--- src/rtl/debouncer_multi.sv ---
// Multi-channel debouncer. Each channel has an input synchroniser, a stability-window
// counter and registered rise/fall one-shots. any_change is the OR of the pulses.
module debouncer_multi #(
    parameter int                N_CH        = 4,
    parameter int                N_MAX       = 5000,
    parameter int                SYNC_STAGES = 2,
    parameter logic [N_CH-1:0]   INVERT_MASK = '0
) (
    input  logic            clk,
    input  logic            rst_a_p,
    input  logic [N_CH-1:0] debouncer_in,
    output logic [N_CH-1:0] debouncer_out,
    output logic [N_CH-1:0] rise_pulse,
    output logic [N_CH-1:0] fall_pulse,
    output logic            any_change
);

    localparam int CW = ($clog2(N_MAX) < 1) ? 1 : $clog2(N_MAX);
    localparam logic [CW-1:0] CNT_LAST = CW'(N_MAX - 1);

    logic [N_CH-1:0] rise_d;
    logic [N_CH-1:0] fall_d;
    logic            any_change_q;

    for (genvar gi = 0; gi < N_CH; gi++) begin : g_ch
        logic [SYNC_STAGES-1:0] sync_q;
        logic [CW-1:0]          cnt_q, cnt_d;
        logic                   out_q, out_d;
        logic                   rise_q, fall_q;
        logic                   s;

        // Reset preloads the pin's inactive level so s starts equal to the output.
        assign s = sync_q[SYNC_STAGES-1] ^ INVERT_MASK[gi];

        always_comb begin
            out_d      = out_q;
            cnt_d      = cnt_q;
            rise_d[gi] = 1'b0;
            fall_d[gi] = 1'b0;
            if (s == out_q) begin
                cnt_d = '0;
            end else if (cnt_q == CNT_LAST) begin
                out_d      = s;
                cnt_d      = '0;
                rise_d[gi] = s;
                fall_d[gi] = ~s;
            end else begin
                cnt_d = cnt_q + CW'(1);
            end
        end

        always_ff @(posedge clk) begin
            if (rst_a_p) begin
                sync_q <= {SYNC_STAGES{INVERT_MASK[gi]}};
                cnt_q  <= '0;
                out_q  <= 1'b0;
                rise_q <= 1'b0;
                fall_q <= 1'b0;
            end else begin
                sync_q <= {sync_q[SYNC_STAGES-2:0], debouncer_in[gi]};
                cnt_q  <= cnt_d;
                out_q  <= out_d;
                rise_q <= rise_d[gi];
                fall_q <= fall_d[gi];
            end
        end

        assign debouncer_out[gi] = out_q;
        assign rise_pulse[gi]    = rise_q;
        assign fall_pulse[gi]    = fall_q;
    end

    // Registered from the same next-state terms as the pulses, so it lines up with them.
    always_ff @(posedge clk) begin
        if (rst_a_p) begin
            any_change_q <= 1'b0;
        end else begin
            any_change_q <= |{rise_d, fall_d};
        end
    end

    assign any_change = any_change_q;

endmodule

--- config.mk ---
export PLATFORM = sky130hd
export DESIGN_NAME = debouncer_multi
export DESIGN_NICKNAME = d
export VERILOG_FILES = /design/src/rtl/debouncer_multi.sv
export SDC_FILE = /design/constraint.sdc
export NUM_CORES = 1
export LEC_CHECK = 0
export ABC_AREA = 1
export BUFFER_PORTS_ARGS = -buffer_cell sky130_fd_sc_hd__clkbuf_2
export CORE_MARGIN = 1.5
export CORE_UTILIZATION = 40
export CTS_CLUSTER_DIAMETER = 200
export DETAILED_ROUTE_END_ITERATION = 12
export SLEW_MARGIN = 0
export SYNTH_ARGS = -nofsm -noshare
export SYNTH_HDL_FRONTEND = slang
export SYNTH_SLANG_ARGS = --single-unit
--- constraint.sdc ---
create_clock -name clk -period 2.06 [get_ports clk]
set_input_delay 0.309 -clock clk [delete_from_list [all_inputs] [get_ports clk]]
set_output_delay 0.309 -clock clk [all_outputs]
set_load 0.01 [all_outputs]
=== Yosys cells after proc, flatten, opt, wreduce, memory -nomap -nowiden ===
Index checks and enable logic that the tools add are counted.

* Word-level logic and storage cells: 66
* Flip-flop bits (word level): 73

* $add $sub $neg: 4
* Equal/unequal tests: 8
* Bitwise gates (word level): 8
* Muxes and demuxes: 16
* Reduce and logical (&&, ||, !) cells: 9

{| class="wikitable"
|+ Operators by type and width
! operator !! number
|-
| $add 13x1->13 const B || 4
|-
| $eq 13x13->1 const B || 4
|-
| $mux 1 || 16
|-
| $reduce_or 3->1 || 4
|-
| $not 1->1 || 8
|-
| $reduce_and 2->1 || 4
|-
| $reduce_or 8->1 || 1
|-
| $eq 1x1->1 || 4
|}

=== Longest topological paths before layout ===
Gate-level depths: netlist (run 1).

* Depth after elaboration: 4
* Mapped depth: 10

=== Worst setup path before layout (run 1) ===
No wires, ideal clock.

* Kind: flip-flop to flip-flop
* Start: register g_ch[2].cnt_q[0]
* End: register g_ch[2].cnt_q[10]
* Library setup time: 0.114 ns
* Cell stages (with the launch flop): 8
* Setup slack: 0.722 ns
* Period minus slack after synthesis: 1.338 ns
* Arrival: 1.223 ns
* Path through: dfxtp_1 ha_1 nand2_1 nor3_1 nand2_2 o211ai_2 buf_6 nor2_1

* Word-level cells in the longest chain between the ends: 2

{| class="wikitable"
|+ Ends and longest elaborated chain
! element !! line !! RTL
|-
| start, declared || 27 || <nowiki>logic [CW-1:0] cnt_q, cnt_d;</nowiki>
|-
| start signal, assigned || 61 || <nowiki>cnt_q <= cnt_d;</nowiki>
|-
| branches (longest 2 deep; another with $add 13x1->13) || - ||
|}

Parallel ways; which one is timed is not known.
A chain may end at the register's enable or synchronous reset.

=== Worst setup path in the final report (run 1) ===
* Start: register g_ch[1].cnt_q[0]
* End: register g_ch[1].cnt_q[3]

* Word-level cells in the longest chain between the ends: 2

{| class="wikitable"
|+ Ends and longest elaborated chain
! element !! line
|-
| start, declared || 27
|-
| start signal, assigned || 61
|-
| branches (longest 2 deep; another with $add 13x1->13) || -
|}

Parallel ways; which one is timed is not known.

==> results of run 1 <==
## area by class of cell
type	count	area, um^2	area share [%]
multi-input cells	279	1440	40.3
clock buffers	13	139	3.88
repair buffers	19	97.6	2.73
well taps	102	128	3.57
inverters	65	244	6.82
flip-flops and latches	73	1460	40.9
clock inverters	3	65.1	1.82
## through the flow
step	instance area (um^2)	setup slack, ns	instances
after floorplan	3290	0.722	435
after global placement	3370	0.535	538
after detailed placement	3370	0.485	538
final	3580	0.509	554
after global routing	3580	0.357	554
after CTS	3580	0.481	554
## layer usage
layer	track usage, %	wire length [um]	vias up
met5	0	0	-
met4	8.58	119	0
met3	4.21	219	11
met2	23.1	2510	34
met1	16.6	2760	1121
li1	-	-	1402
## sequential cells by signal, indices dropped and copies added, names as in the netlist
| register | flops |
|---|---|
| g_ch.rise_q | 4 |
| g_ch.sync_q | 8 |
| g_ch.cnt_q | 52 |
| any_change | 1 |
| g_ch.out_q | 4 |
| g_ch.fall_q | 4 |
## placed cells by master (no fill, tap or decap)
cell type	n
sky130_fd_sc_hd__nor4_1	10
sky130_fd_sc_hd__o31ai_1	4
sky130_fd_sc_hd__a21oi_1	15
sky130_fd_sc_hd__nor2_1	79
sky130_fd_sc_hd__clkbuf_8	9
sky130_fd_sc_hd__ha_1	4
sky130_fd_sc_hd__nor2_2	3
sky130_fd_sc_hd__nand4_1	9
sky130_fd_sc_hd__buf_4	1
sky130_fd_sc_hd__nor3_2	5
sky130_fd_sc_hd__dfxtp_1	73
sky130_fd_sc_hd__nand2_1	68
sky130_fd_sc_hd__o21bai_1	1
sky130_fd_sc_hd__o211ai_2	3
sky130_fd_sc_hd__nand3_1	23
sky130_fd_sc_hd__a21oi_2	2
sky130_fd_sc_hd__a31oi_1	1
sky130_fd_sc_hd__nand3b_2	1
sky130_fd_sc_hd__nor3_1	16
sky130_fd_sc_hd__nor3_4	1
sky130_fd_sc_hd__nand2_2	5
sky130_fd_sc_hd__xnor2_1	3
sky130_fd_sc_hd__o211ai_1	4
sky130_fd_sc_hd__bufinv_16	2
sky130_fd_sc_hd__nand3b_1	1
sky130_fd_sc_hd__clkbuf_1	4
sky130_fd_sc_hd__o21ai_0	4
sky130_fd_sc_hd__or2_0	2
sky130_fd_sc_hd__nor3b_1	1
sky130_fd_sc_hd__inv_1	64
sky130_fd_sc_hd__inv_2	1
sky130_fd_sc_hd__clkbuf_2	18
sky130_fd_sc_hd__or2_2	1
sky130_fd_sc_hd__clkinv_2	1
sky130_fd_sc_hd__xor2_1	13
## cells by family after synthesis
kind of cell	after synthesis
DFF	73
xor gates and xnor gates	16
adders and majority gates	4
AOI/OAI and AO/OA	34
buffers and inverters	83
and+or+nand+nor	225
## worst register-to-register path: cells and delay by family, from the launching register on
| family | cells | cell delay (ns) |
|---|---|---|
| flops | 1 | 0.35 |
| buf+inv | 2 | 0.16 |
| fa+ha+maj | 1 | 0.20 |
| simple gates | 7 | 0.75 |
## worst max-delay path by stage
stage | startpoint | to | depth (start not counted)
3_5_place_dp | g_ch[1].cnt_q[0] | g_ch[1].cnt_q[11] | 10
4_1_cts | g_ch[1].cnt_q[0] | g_ch[1].cnt_q[3] | 10
3_3_place_gp | g_ch[1].cnt_q[0] | g_ch[1].cnt_q[3] | 10
6_report | g_ch[1].cnt_q[0] | g_ch[1].cnt_q[3] | 10
5_1_grt | g_ch[1].cnt_q[0] | g_ch[1].cnt_q[11] | 10
2_1_floorplan | g_ch[2].cnt_q[0] | g_ch[2].cnt_q[10] | 7
## power by group
part	total (W)	internal [W]	switching, W
clock network	0.00118	0.000683	0.000497
logic	0.0000407	0.0000119	0.0000287
registers	0.00143	0.00142	0.00000525
total	0.00265	0.00211	0.000531
==> flow_metrics.env, run 1 <==
export IMPL_post_synth_fa_ha_maj_area_fraction_pct=1.52
export IMPL_synth_cell_area_mm2=0.00329
export IMPL_dieArea_mm2=0.00878
export IMPL_peakVddDrop_uv=296
export IMPL_synthesis_nets=445
export IMPL_detail_route_antenna_nets=0
export IMPL_grt_pass1_vias=2343
export IMPL_drive_above_1_share_pct=11.7
export IMPL_crit_path_start_kind="flop"
export IMPL_num_vias=2568
export IMPL_post_synth_mux_area_share_pct=0
export IMPL_dieHeight_um=93.7
export IMPL_grt_ovfl_total=0
export IMPL_drt_iter0_markers=54
export IMPL_final_min_period_over_clock_period_pct=75.3
export IMPL_route_final_wire_length_mm=5.61
export IMPL_cts_path_max_buffers=2
export IMPL_hpwl_reported_at_the_end_of_detailed_placement_mm=4.17
export IMPL_timing_hold_worst_class="in2reg"
export IMPL_finalSetupTns_ns=0
export IMPL_synthDominantAreaCellType="sky130_fd_sc_hd__dfxtp_1"
export IMPL_max_slew_margin_rel_pct=59.3
export IMPL_cp_top_family="simple AND/OR/NAND/NOR gates"
export IMPL_yosys_warnings=0
export IMPL_cp_common_cell="sky130_fd_sc_hd__nor2_1"
export IMPL_slew_violations=0
export IMPL_slowest_delay_ns=0.35
export IMPL_asyncSetResetFlopFracSynth_pct=0
export IMPL_finalCriticalPeriod_ns=1.55
export IMPL_deepest_level_of_the_cts_h_tree=3
export IMPL_routed_via_density=4.64
export IMPL_clock_sinks=73
export IMPL_worst_r2r_startpoint="g_ch[1].cnt_q[0]"
export IMPL_drc=0
export IMPL_synth_main_ff_cell="sky130_fd_sc_hd__dfxtp_1"
export IMPL_setup_viol_count_final=0
export IMPL_clock_insertion_delay_worst_skew_ns=0.34
export IMPL_globalplace_congestion=0.819
export IMPL_cts_hold_repair_buffers=0
export IMPL_port_buffers=18
export IMPL_min_delay_path_depth=3
export IMPL_worst_hold_slack_ns=0.162
export IMPL_cts_inserted_buffers=9
export IMPL_type_of_the_worst_setup_path="reg2reg"
export IMPL_synth_edff_count=0
export IMPL_crit_fanout=12
export IMPL_post_synth_num_cell_types=33
export IMPL_synth_most_common_cell="sky130_fd_sc_hd__nor2_1"
export IMPL_yosysTopAreaCellShare_pct=44.4
export IMPL_synth_area_top_cells="sky130_fd_sc_hd__dfxtp_1 44%, sky130_fd_sc_hd__nor2_1 9.0%, sky130_fd_sc_hd__nand2_1 7.8%"
export IMPL_die_width_um=93.7
export IMPL_ys_top_cells_by_count="79 x sky130_fd_sc_hd__nor2_1, 73 x sky130_fd_sc_hd__dfxtp_1, 68 x sky130_fd_sc_hd__nand2_1"
export IMPL_drt_wirelength_per_cell_um=10.1
export IMPL_wire_length_of_the_first_global_routing_pass_mm=9.83
export IMPL_worst_setup_skew_after_layout_ns=0.0109
export IMPL_cp_arrival_ns=1.79
export IMPL_synth_xor_area_share_pct=4.26
export IMPL_power_leakage_nw=1.29
export IMPL_first_pass_iters=5
export IMPL_area_delta_synth_final_pct=8.71
export IMPL_std_cell_rows=32
export IMPL_path_buf_inv=2
export IMPL_num_fill_cells=816
export IMPL_ys_seq_area_share_pct=44.4
export IMPL_grt_antenna_before_repair=0
export IMPL_finalHoldViolations=0
export IMPL_min_delay_start="debouncer_in[0]"
export IMPL_reg2reg_depth=10
export IMPL_grt_start_max_net_pins=22
export IMPL_rr_endpoint="g_ch[1].cnt_q[3]"
export IMPL_final_net_count=457
export IMPL_fin_total_pwr_w=0.00265
export IMPL_num_antenna_cells=0
export IMPL_initial_utilization_pct=41.9
export IMPL_synthSimpleGateAreaFrac_pct=31.2
export IMPL_crit_path_cell_trace="ha_1 > inv_1 > nor2_1 > nand2_1 > nor2_1 > nand2_2 > nand3b_2 > inv_1 > nand2_1 > nor2_1"
export IMPL_endpoint_required_time_on_the_critical_path_ns=2.30
export IMPL_slowest_stage="sky130_fd_sc_hd__dfxtp_1"
export IMPL_run_status="complete, no violations"
export IMPL_post_synth_inst_count=435
export IMPL_clk_transition_reported_paths_ns=0.07
export IMPL_post_cts_resized_instances=0
export IMPL_design_portCount=19
export IMPL_power_density_mw_per_mm2=740
export IMPL_syn_area_per_cell_um2=7.56
export IMPL_grtUsageTotal_pct=14.3
export IMPL_cts_root_buffer="sky130_fd_sc_hd__clkbuf_8"
export IMPL_synth_compound_gate_area_share_pct=6.81
export IMPL_fmaxAchievable_mhz=645
export IMPL_hold_path_endpoint="g_ch[0].sync_q[0]"
export IMPL_post_cts_repair_setup_buffers=0
export IMPL_tritoncts="built"
export IMPL_design_core_area_mm2=0.00785
export IMPL_layout_core_utilization_pct=45.6
export IMPL_synth_top_family_by_area="simple AND/OR/NAND/NOR gates"
export IMPL_cap_viol_max_count=0
export IMPL_tightest_slew_ns=0.609
export IMPL_synth_seq_cells=73
export IMPL_r2r_setup_slack_ns=0.51
export IMPL_rsz0062_at_grt="false"
export IMPL_crit_path_end_kind="flop"
Note: power is estimated with default switching activity, not from simulation.
==> inputs of run 2 (changes only) <==
- ABC_AREA: 1 -> 0
- clock period: 2.06 -> 1.4 ns (I/O delays scaled with it)
==> flow_metrics.env, run 2 <==
export IMPL_endpoint_required_time_on_the_critical_path_ns=1.64
export IMPL_slowest_delay_ns=0.52
export IMPL_fmaxAchievable_mhz=560
export IMPL_worst_hold_slack_ns=0.0771
export IMPL_setup_viol_count_final=45
export IMPL_slew_violations=0
export IMPL_tritoncts="built"
export IMPL_crit_path_start_kind="flop"
export IMPL_num_antenna_cells=0
export IMPL_power_leakage_nw=1.52
export IMPL_grtUsageTotal_pct=15.4
export IMPL_grt_ovfl_total=0
export IMPL_max_slew_margin_rel_pct=51.6
export IMPL_grt_start_max_net_pins=14
export IMPL_r2r_setup_slack_ns=-0.39
export IMPL_finalCriticalPeriod_ns=1.79
export IMPL_cell_area_after_placement_mm2=0.00361
export IMPL_crit_path_cell_trace="or4b_4 > or4_4 > buf_4 > nand2_4 > buf_12 > nor2_1"
export IMPL_synthesis_nets=341
export IMPL_crit_fanout=11
export IMPL_clk_transition_reported_paths_ns=0.07
export IMPL_drive_above_1_share_pct=33.9
export IMPL_deepest_level_of_the_cts_h_tree=3
export IMPL_peakVddDrop_uv=825
export IMPL_initial_utilization_pct=41.5
export IMPL_drt_wirelength_per_cell_um=11.3
export IMPL_largest_register_ffs=52
export IMPL_post_synth_inst_count=331
export IMPL_rr_endpoint="g_ch[0].cnt_q[9]"
export IMPL_min_delay_start="debouncer_in[1]"
export IMPL_drt_iter0_markers=42
export IMPL_num_vias=2331
export IMPL_synthDominantAreaCellType="sky130_fd_sc_hd__dfxtp_1"
export IMPL_most_frequent_standard_cell_in_the_layout_excluding_fill_and_tap_cells="sky130_fd_sc_hd__dfxtp_1"
export IMPL_design_portCount=19
export IMPL_hold_path_endpoint="g_ch[1].sync_q[0]"
export IMPL_finalSetupTns_ns=-12.69
export IMPL_grt_pass1_vias=2346
export IMPL_ys_seq_area_share_pct=48.3
export IMPL_yosysTopAreaCellShare_pct=48.3
export IMPL_clock_sinks=73
export IMPL_slowest_stage="sky130_fd_sc_hd__or4b_4"
export IMPL_area_delta_synth_final_pct=33.4
export IMPL_finish_instance_area_mm2=0.00404
export IMPL_setup_ws_ns=-0.387
export IMPL_crit_path_end_kind="flop"
export IMPL_detail_route_antenna_nets=0
export IMPL_worst_r2r_startpoint="g_ch[0].cnt_q[11]"
export IMPL_layout_top_registers="g_ch.cnt_q x52, g_ch.sync_q x8"
export IMPL_routed_via_density=4.61
export IMPL_hpwl_reported_at_the_end_of_detailed_placement_mm=4.01
export IMPL_tightest_slew_ns=0.726
export IMPL_pre_cts_worst_setup_slack_ns=-0.459
export IMPL_cp_top_family="simple AND/OR/NAND/NOR gates"
export IMPL_design_core_area_mm2=0.00729
export IMPL_clock_insertion_delay_worst_skew_ns=0.35
export IMPL_cp_arrival_ns=2.03
export IMPL_grt_antenna_before_repair=0
export IMPL_wire_length_of_the_first_global_routing_pass_mm=10.0
export IMPL_top_register="g_ch.cnt_q"
export IMPL_fin_total_pwr_w=0.00410
export IMPL_synth_area_top_cells="sky130_fd_sc_hd__dfxtp_1 48%, sky130_fd_sc_hd__xnor2_1 9.0%, sky130_fd_sc_hd__nor2_1 7.3%"
export IMPL_route_final_wire_length_mm=5.73
export IMPL_finalHoldViolations=0
export IMPL_ys_top_cells_by_count="73 x sky130_fd_sc_hd__dfxtp_1, 59 x sky130_fd_sc_hd__nor2_1, 31 x sky130_fd_sc_hd__xnor2_1"
export IMPL_post_synth_num_cell_types=31
export IMPL_syn_area_per_cell_um2=9.14
export IMPL_reg2reg_depth=6
export IMPL_drc=0
export IMPL_run_status="finished with violations"
export IMPL_dieArea_mm2=0.00809
export IMPL_first_pass_iters=4
export IMPL_mostFrequentLayoutCells="62 x sky130_fd_sc_hd__dfxtp_1, 58 x sky130_fd_sc_hd__buf_4, 51 x sky130_fd_sc_hd__nor2_1"
export IMPL_violated_checks="setup timing"
export IMPL_synth_seq_cells=73
export IMPL_synth_most_common_cell="sky130_fd_sc_hd__dfxtp_1"
export IMPL_synth_edff_count=0
export IMPL_min_delay_path_depth=2
export IMPL_asyncSetResetFlopFracSynth_pct=0
export IMPL_power_density_mw_per_mm2=1020
export IMPL_die_width_um=90.0
export IMPL_cts_root_buffer="sky130_fd_sc_hd__clkbuf_8"
export IMPL_final_net_count=412
export IMPL_std_cell_rows=31
export IMPL_type_of_the_worst_setup_path="reg2reg"
export IMPL_globalplace_congestion=0.791
export IMPL_dieHeight_um=90.0
export IMPL_port_buffers=18
export IMPL_cts_inserted_buffers=9
export IMPL_rsz0062_at_grt="true"
export IMPL_cts_path_max_buffers=2
export IMPL_path_buf_inv=2
export IMPL_synth_cell_area_mm2=0.00303
export IMPL_synth_main_ff_cell="sky130_fd_sc_hd__dfxtp_1"
export IMPL_cts_hold_repair_buffers=0
export IMPL_final_min_period_over_clock_period_pct=128
export IMPL_worst_setup_skew_after_layout_ns=0.00819
export IMPL_cap_viol_max_count=0
export IMPL_yosys_warnings=0
export IMPL_timing_hold_worst_class="in2reg"
run 2: kinds of logic (layout without fill, tap and decap cells):
family	Yosys count	after routing	share of synthesized area, %
adders and majority gates	4	4	1.65
and+or+nand+nor	168	170	28.0
muxes	4	4	1.32
DFF	73	73	48.3
AOI/OAI and AO/OA	7	7	1.90
buffers and inverters	30	104	5.79
xor gates and xnor gates	45	45	13.0
run 2: what timing repair did:
action | in CTS | in global routing
setup buffers | 0 | 1
pin swaps | 2 | 3
resized for setup | 8 | 30
setup endpoints to repair | 45 | 57
cloned | 1 | 1
run 2: layout make-up:
type / instances / area (um^2)
Clock buffer: 12 / 165
Inverter: 8 / 30.0
Multi-Input combinational cell: 230 / 1590
Sequential cell: 73 / 1480
Timing Repair Buffer: 80 / 579
Fill cell: 709 / 3260
Clock inverter: 4 / 73.8
Tap cell: 99 / 124
run 2: stage by stage:
stage,instances,utilization [%]
6_report,506,55.3
5_1_grt,506,55.3
4_1_cts,504,53.4
3_5_place_dp,487,49.5
3_3_place_gp,487,49.5
2_1_floorplan,331,-
run 2: worst max path at each step:
stage | from | end | slack (ns) | cells after the start
final | g_ch[0].cnt_q[11] | g_ch[0].cnt_q[9] | -0.39 | 6
after detailed placement | g_ch[1].cnt_q[11] | g_ch[1].rise_q | -0.46 | 4
after global routing | g_ch[0].cnt_q[11] | g_ch[0].cnt_q[5] | -0.43 | 6
after CTS | g_ch[0].cnt_q[11] | any_change | -0.39 | 4
after global placement | g_ch[1].cnt_q[11] | any_change | -0.44 | 4
after floorplan | g_ch[0].cnt_q[11] | any_change | -0.41 | 5
run 2: metal layers:
layer	track usage (%)	wire length, um
met1	18.2	2720
met2	25.7	2730
met3	4.74	165
met4	6.88	109
met5	0	0
run 2: power by group:
group / switching [W] / total, W / internal, W
Clock: 0.000768 / 0.00192 / 0.00115
Sequential: 0.00000749 / 0.00210 / 0.00209
Combinational: 0.0000463 / 0.0000831 / 0.0000368
